## src/rtl/shot_clock_ctrl.sv

```systemverilog
// shot_clock_ctrl: 24-second shot clock for the scoreboard.
// Converts the free-running 1 Hz toggle into a one-cycle second pulse and
// counts down a two-digit BCD value, reloadable to a full or short value.
// Expiry holds the digits at 00 and sounds the buzzer for BUZZ_SEC seconds.
//
// Ports:
//   clk               100 MHz system clock
//   rst               asynchronous active-high reset
//   tick_1hz          1 Hz square wave, asynchronous to clk
//   btn_start_pause   1-cycle pulse, toggles run/pause
//   btn_reload_full   1-cycle pulse, load RELOAD_FULL
//   btn_reload_short  1-cycle pulse, load RELOAD_SHORT
//   secs_tens/ones    BCD remaining seconds
//   running           state == RUN (registered)
//   expired           state == EXPIRED (registered)
//   buzzer            buzzer enable
module shot_clock_ctrl #(
  parameter int RELOAD_FULL  = 24,
  parameter int RELOAD_SHORT = 14,
  parameter int BUZZ_SEC     = 3
) (
  input  logic       clk,
  input  logic       rst,
  input  logic       tick_1hz,
  input  logic       btn_start_pause,
  input  logic       btn_reload_full,
  input  logic       btn_reload_short,
  output logic [3:0] secs_tens,
  output logic [3:0] secs_ones,
  output logic       running,
  output logic       expired,
  output logic       buzzer
);

  localparam logic [3:0] FULL_T  = 4'(RELOAD_FULL / 10);
  localparam logic [3:0] FULL_O  = 4'(RELOAD_FULL % 10);
  localparam logic [3:0] SHORT_T = 4'(RELOAD_SHORT / 10);
  localparam logic [3:0] SHORT_O = 4'(RELOAD_SHORT % 10);
  localparam logic [3:0] BUZZ_V  = 4'(BUZZ_SEC);

  typedef enum logic [1:0] {IDLE, RUN, PAUSE, EXPIRED} state_t;

  state_t     state;
  logic       sync1, sync2, sync3;
  logic       sec_pulse;
  logic [3:0] buzz_cnt;
  logic       at_one, at_zero;

  // Two-flop synchronizer plus a delay flop for rising-edge detection.
  always_ff @(posedge clk or posedge rst) begin
    if (rst) begin
      sync1 <= 1'b0;
      sync2 <= 1'b0;
      sync3 <= 1'b0;
    end else begin
      sync1 <= tick_1hz;
      sync2 <= sync1;
      sync3 <= sync2;
    end
  end

  assign sec_pulse = sync2 & ~sync3;
  assign at_one    = (secs_tens == 4'd0) && (secs_ones == 4'd1);
  assign at_zero   = (secs_tens == 4'd0) && (secs_ones == 4'd0);

  // Priority: reload_full > reload_short > start_pause > sec_pulse.
  always_ff @(posedge clk or posedge rst) begin
    if (rst) begin
      state     <= IDLE;
      secs_tens <= FULL_T;
      secs_ones <= FULL_O;
      running   <= 1'b0;
      expired   <= 1'b0;
      buzzer    <= 1'b0;
      buzz_cnt  <= 4'd0;
    end else if (btn_reload_full || btn_reload_short) begin
      secs_tens <= btn_reload_full ? FULL_T : SHORT_T;
      secs_ones <= btn_reload_full ? FULL_O : SHORT_O;
      // Reload leaves other states alone; only expiry is cleared back to idle.
      if (state == EXPIRED) begin
        state    <= IDLE;
        expired  <= 1'b0;
        buzzer   <= 1'b0;
        buzz_cnt <= 4'd0;
      end
    end else if (btn_start_pause && state != EXPIRED) begin
      if (state == RUN) begin
        state   <= PAUSE;
        running <= 1'b0;
      end else begin
        state   <= RUN;
        running <= 1'b1;
      end
    end else if (sec_pulse) begin
      if (state == RUN) begin
        if (!at_zero) begin
          if (secs_ones == 4'd0) begin
            secs_ones <= 4'd9;
            secs_tens <= secs_tens - 4'd1;
          end else begin
            secs_ones <= secs_ones - 4'd1;
          end
        end
        // 00 in RUN cannot be reached through reloads, but expire rather than wrap.
        if (at_one || at_zero) begin
          state    <= EXPIRED;
          running  <= 1'b0;
          expired  <= 1'b1;
          buzzer   <= 1'b1;
          buzz_cnt <= BUZZ_V;
        end
      end else if (state == EXPIRED && buzz_cnt != 4'd0) begin
        buzz_cnt <= buzz_cnt - 4'd1;
        if (buzz_cnt == 4'd1) buzzer <= 1'b0;
      end
    end
  end

endmodule

```

## config.mk

```make
export PLATFORM = sky130hd
export DESIGN_NAME = shot_clock_ctrl
export DESIGN_NICKNAME = d
export VERILOG_FILES = /design/src/rtl/shot_clock_ctrl.sv
export SDC_FILE = /design/constraint.sdc
export NUM_CORES = 1
export LEC_CHECK = 0
export CAP_MARGIN = 20
export CORE_UTILIZATION = 47
export CTS_CLUSTER_SIZE = 40
export DETAILED_ROUTE_END_ITERATION = 16
export GPL_ROUTABILITY_DRIVEN = 0
export PLACE_DENSITY = 0.71
export SYNTH_ARGS = -nofsm -noshare
export SYNTH_HDL_FRONTEND = slang
export SYNTH_SLANG_ARGS = --single-unit
```

## constraint.sdc

```tcl
create_clock -name clk -period 3.65 [get_ports clk]
set_clock_uncertainty 0.05 [all_clocks]
set_input_delay 0.73 -clock clk [delete_from_list [all_inputs] [get_ports clk]]
set_output_delay 0.73 -clock clk [all_outputs]
set_load 0.05 [all_outputs]
```

==> metrics.md <==
| Metric | Value |
|---|---|
| Outcome | `complete, no violations` |
| Max-slew violations | `0` |
| Vias in the first global route | `887` |
| Total routed wirelength | `2300 µm` |
| Met1 global-route usage | `0.264` |
| Async set-reset flop share out of synthesis | `1.00` |
| Tightest Pin Transition | `0.813 ns` |
| Top_reg_cell synth | `dfrtp_1` |
| Crit path arrival time | `2.88 ns` |
| Initial antenna violation count | `0` |
| Gate Count Post-Synth | `123` |
| Worst Hold Depth | `0` |
| DRC | `0` |
| Slowest library cell on the worst path | `a311oi_1` |
| Synthesized cell area | `1120 µm²` |
| Detailed Routing Iterations Pass 1 | `4` |
| Post-Syn Nets | `135` |
| Maxcap violations | `0` |
| Clock-pin slew on the worst setup and hold paths | `0.11 ns` |
| Initial DRC count | `20` |
| Post-CTS sizing | `0` |
| FF/Latch Area | `503 µm²` |
| Commonest non-fill, non-tap cell in the layout | `dfrtp_1` |
| Met3 Use GR | `0.0273` |
| Core box area | `2230 µm²` |
| Antenna viol nets, final | `0` |
| Setup_tns | `0 ns` |
| Met2 Use GR | `0.333` |
| Min Tclk post-route | `2.71 ns` |
| VDD IR max | `0.000320 V` |
| Critical path endpoint category | `flip-flop` |
| Layout cell share with drive strength beyond 1 | `0.0719` |
| Synth Warn # | `0` |
| H-tree lvl count | `1` |
| GRT Max-Usage Layer | `met2` |
| Period utilization | `0.742` |
| EDFF count, synth | `0` |
| Filler Cells Inserted | `201` |
| Final setup margin | `0.941 ns` |
| Worst r2r path cells | `6` |
| Post-synthesis sequential area ratio | `0.451` |
| GRT overflow | `0` |
| Diodes inserted | `0` |
| Die Ht | `50.7 µm` |
| Slew HR | `0.454` |
| DPL Wire Length | `1650 µm` |
| First-pass GRT wire length | `3830 µm` |
| Final setup viols | `0` |
| Multi-input gate area | `554 µm²` |
| Synth Register Bits | `20` |
| Synth cell types | `37` |
| Avg Vias per Cell | `5.84` |
| Leakage | `0.556 nW` |
| Synthesized area per cell | `9.07 µm²` |
| Hold Buf Count CTS | `0` |
| Maximum number of pins on one net before global-route repair | `21` |
| CP Launch Type | `input port` |
| # clock sinks | `20` |
| Final Cell Area | `1330 µm²` |
| Row count | `17` |
| Ports | `17` |
| Pwr per Cell Area | `494 nW/µm²` |
| CP peak stage delay | `0.64 ns` |
| Vias | `975` |
| Crit path cell chain | `clkdlybuf4s50_1, or2_2, and3_1, a311oi_1, o22ai_1, a22o_1` |
| Area Overhead vs Synth | `19.2%` |
| CTS tree | `built` |
| Clock Latency Late Sink | `0.31 ns` |
| Area post-placement | `1290 µm²` |
| Setup WS pre-CTS | `0.596 ns` |
| All-Layer GR Usage | `0.209` |
| Die area | `2570 µm²` |
| Die Width | `50.7 µm` |
| Starting density of the core | `0.500` |
| Max Freq | `369 MHz` |
| Longest Clk Path Bufs | `2` |
| Clock Tree Root | `clkbuf_4` |
| Commonest non-fill, non-tap cells in the layout | `dfrtp_1, nor2_1, clkdlybuf4s50_1` |
| Nets | `152` |
| Max FO, Critical Path | `13` |
| Hold Crit Class | `flip-flop to flip-flop` |
| Post-CTS setup buffer count | `0` |
| Num CTS Buffers | `3` |
| Fin. Hold Viols | `0` |
| Input/output buffers | `16` |
| Final core utilization | `0.596` |
| CP required | `3.82 ns` |
| CP Class | `input port to flip-flop` |
| WL per Instance | `13.8 µm` |
| Unrepaired setup endpoints after global routing | `false` |
==> cell families after synthesis <==
family | count (synthesis) | share of synthesized area
compound gates | 34 | 0.193
xor+xnor | 2 | 0.0157
fa+ha+maj | 6 | 0.0673
buf+inv | 15 | 0.0527
flops | 20 | 0.451
mux | 1 | 0.00897
simple gates | 45 | 0.212
==> sequential cells by signal (all words and copies together), names as in the netlist <==
signal,cells
state,2
buzzer,1
buzz_cnt,4
sync2,1
sync3,1
running,1
secs_tens,4
secs_ones,4
sync1,1
expired,1
==> per-stage QoR <==
stage          hold WS, ns  instances  power, mW
6_report             0.319        167      0.657
4_1_cts              0.322        167      0.658
5_1_grt              0.331        167      0.700
3_5_place_dp         0.296        163      0.526
3_3_place_gp         0.290        163      0.518
2_1_floorplan        0.281        123      0.470
==> worst max-delay path, delay by kind of cell <==
kind | cells | cell delay [ns]
simple gates | 2 | 0.65
compound gates | 3 | 1.03
buf+inv | 1 | 0.46
==> per-layer routing <==
layer,share of wire,wire (µm),vias up
li1,-,-,467
met1,0.47,1080,481
met2,0.47,1070,22
met3,0.035,80,5
met4,0.027,63,0
met5,0,0,-
==> Yosys cell counts, types with 2 or more instances <==
| cell type | n | area [µm²] |
|---|---|---|
| nor2_1 | 16 | 60.1 |
| xnor2_1 | 2 | 17.5 |
| nor3b_1 | 2 | 15.0 |
| nand2_1 | 7 | 26.3 |
| ha_1 | 6 | 75.1 |
| nor2b_1 | 3 | 18.8 |
| o21ai_0 | 6 | 30.0 |
| a311oi_1 | 2 | 17.5 |
| a31oi_1 | 2 | 12.5 |
| dfstp_2 | 2 | 52.6 |
| o22a_1 | 2 | 17.5 |
| nand3_1 | 2 | 10.0 |
| or2_2 | 2 | 12.5 |
| nor4_1 | 2 | 12.5 |
| nor3_1 | 2 | 10.0 |
| dfrtp_1 | 18 | 450 |
| and3_1 | 2 | 12.5 |
| nand2b_1 | 2 | 12.5 |
| o211ai_1 | 2 | 15.0 |
| inv_1 | 11 | 41.3 |
| a21oi_1 | 13 | 65.1 |
| clkbuf_1 | 2 | 7.51 |
==> layout make-up <==
cell class,count,area share
multi-input cells,88,0.417
flip-flops and latches,20,0.378
repair buffers,16,0.120
inverters,11,0.0310
clock buffers,4,0.0273
well taps,28,0.0263
==> path summary, 6_finish.rpt <==
kind,start,endpoint,slack [ns]
max,btn_reload_full,buzz_cnt[3]$_DFFE_PP0P_,0.94
min,sync1$_DFF_PP0_,sync2$_DFF_PP0_,0.32
max reg2reg,secs_ones[0]$_DFFE_PP0P_,secs_tens[2]$_DFFE_PP0P_,1.25
min reg2reg,sync1$_DFF_PP0_,sync2$_DFF_PP0_,0.32
max in group asynchronous,rst,buzz_cnt[1]$_DFFE_PP0P_,2.29
min in group asynchronous,rst,state[0]$_DFFE_PP0P_,0.78
==> power by group <==
part / switching, mW / leakage (nW) / internal [mW]
combinational: 0.131 / 0.285 / 0.0879
clock: 0.0716 / 0.0210 / 0.0611
sequential: 0.0472 / 0.250 / 0.259
total: 0.249 / 0.556 / 0.408
Note: power is estimated with default switching activity, not from simulation.
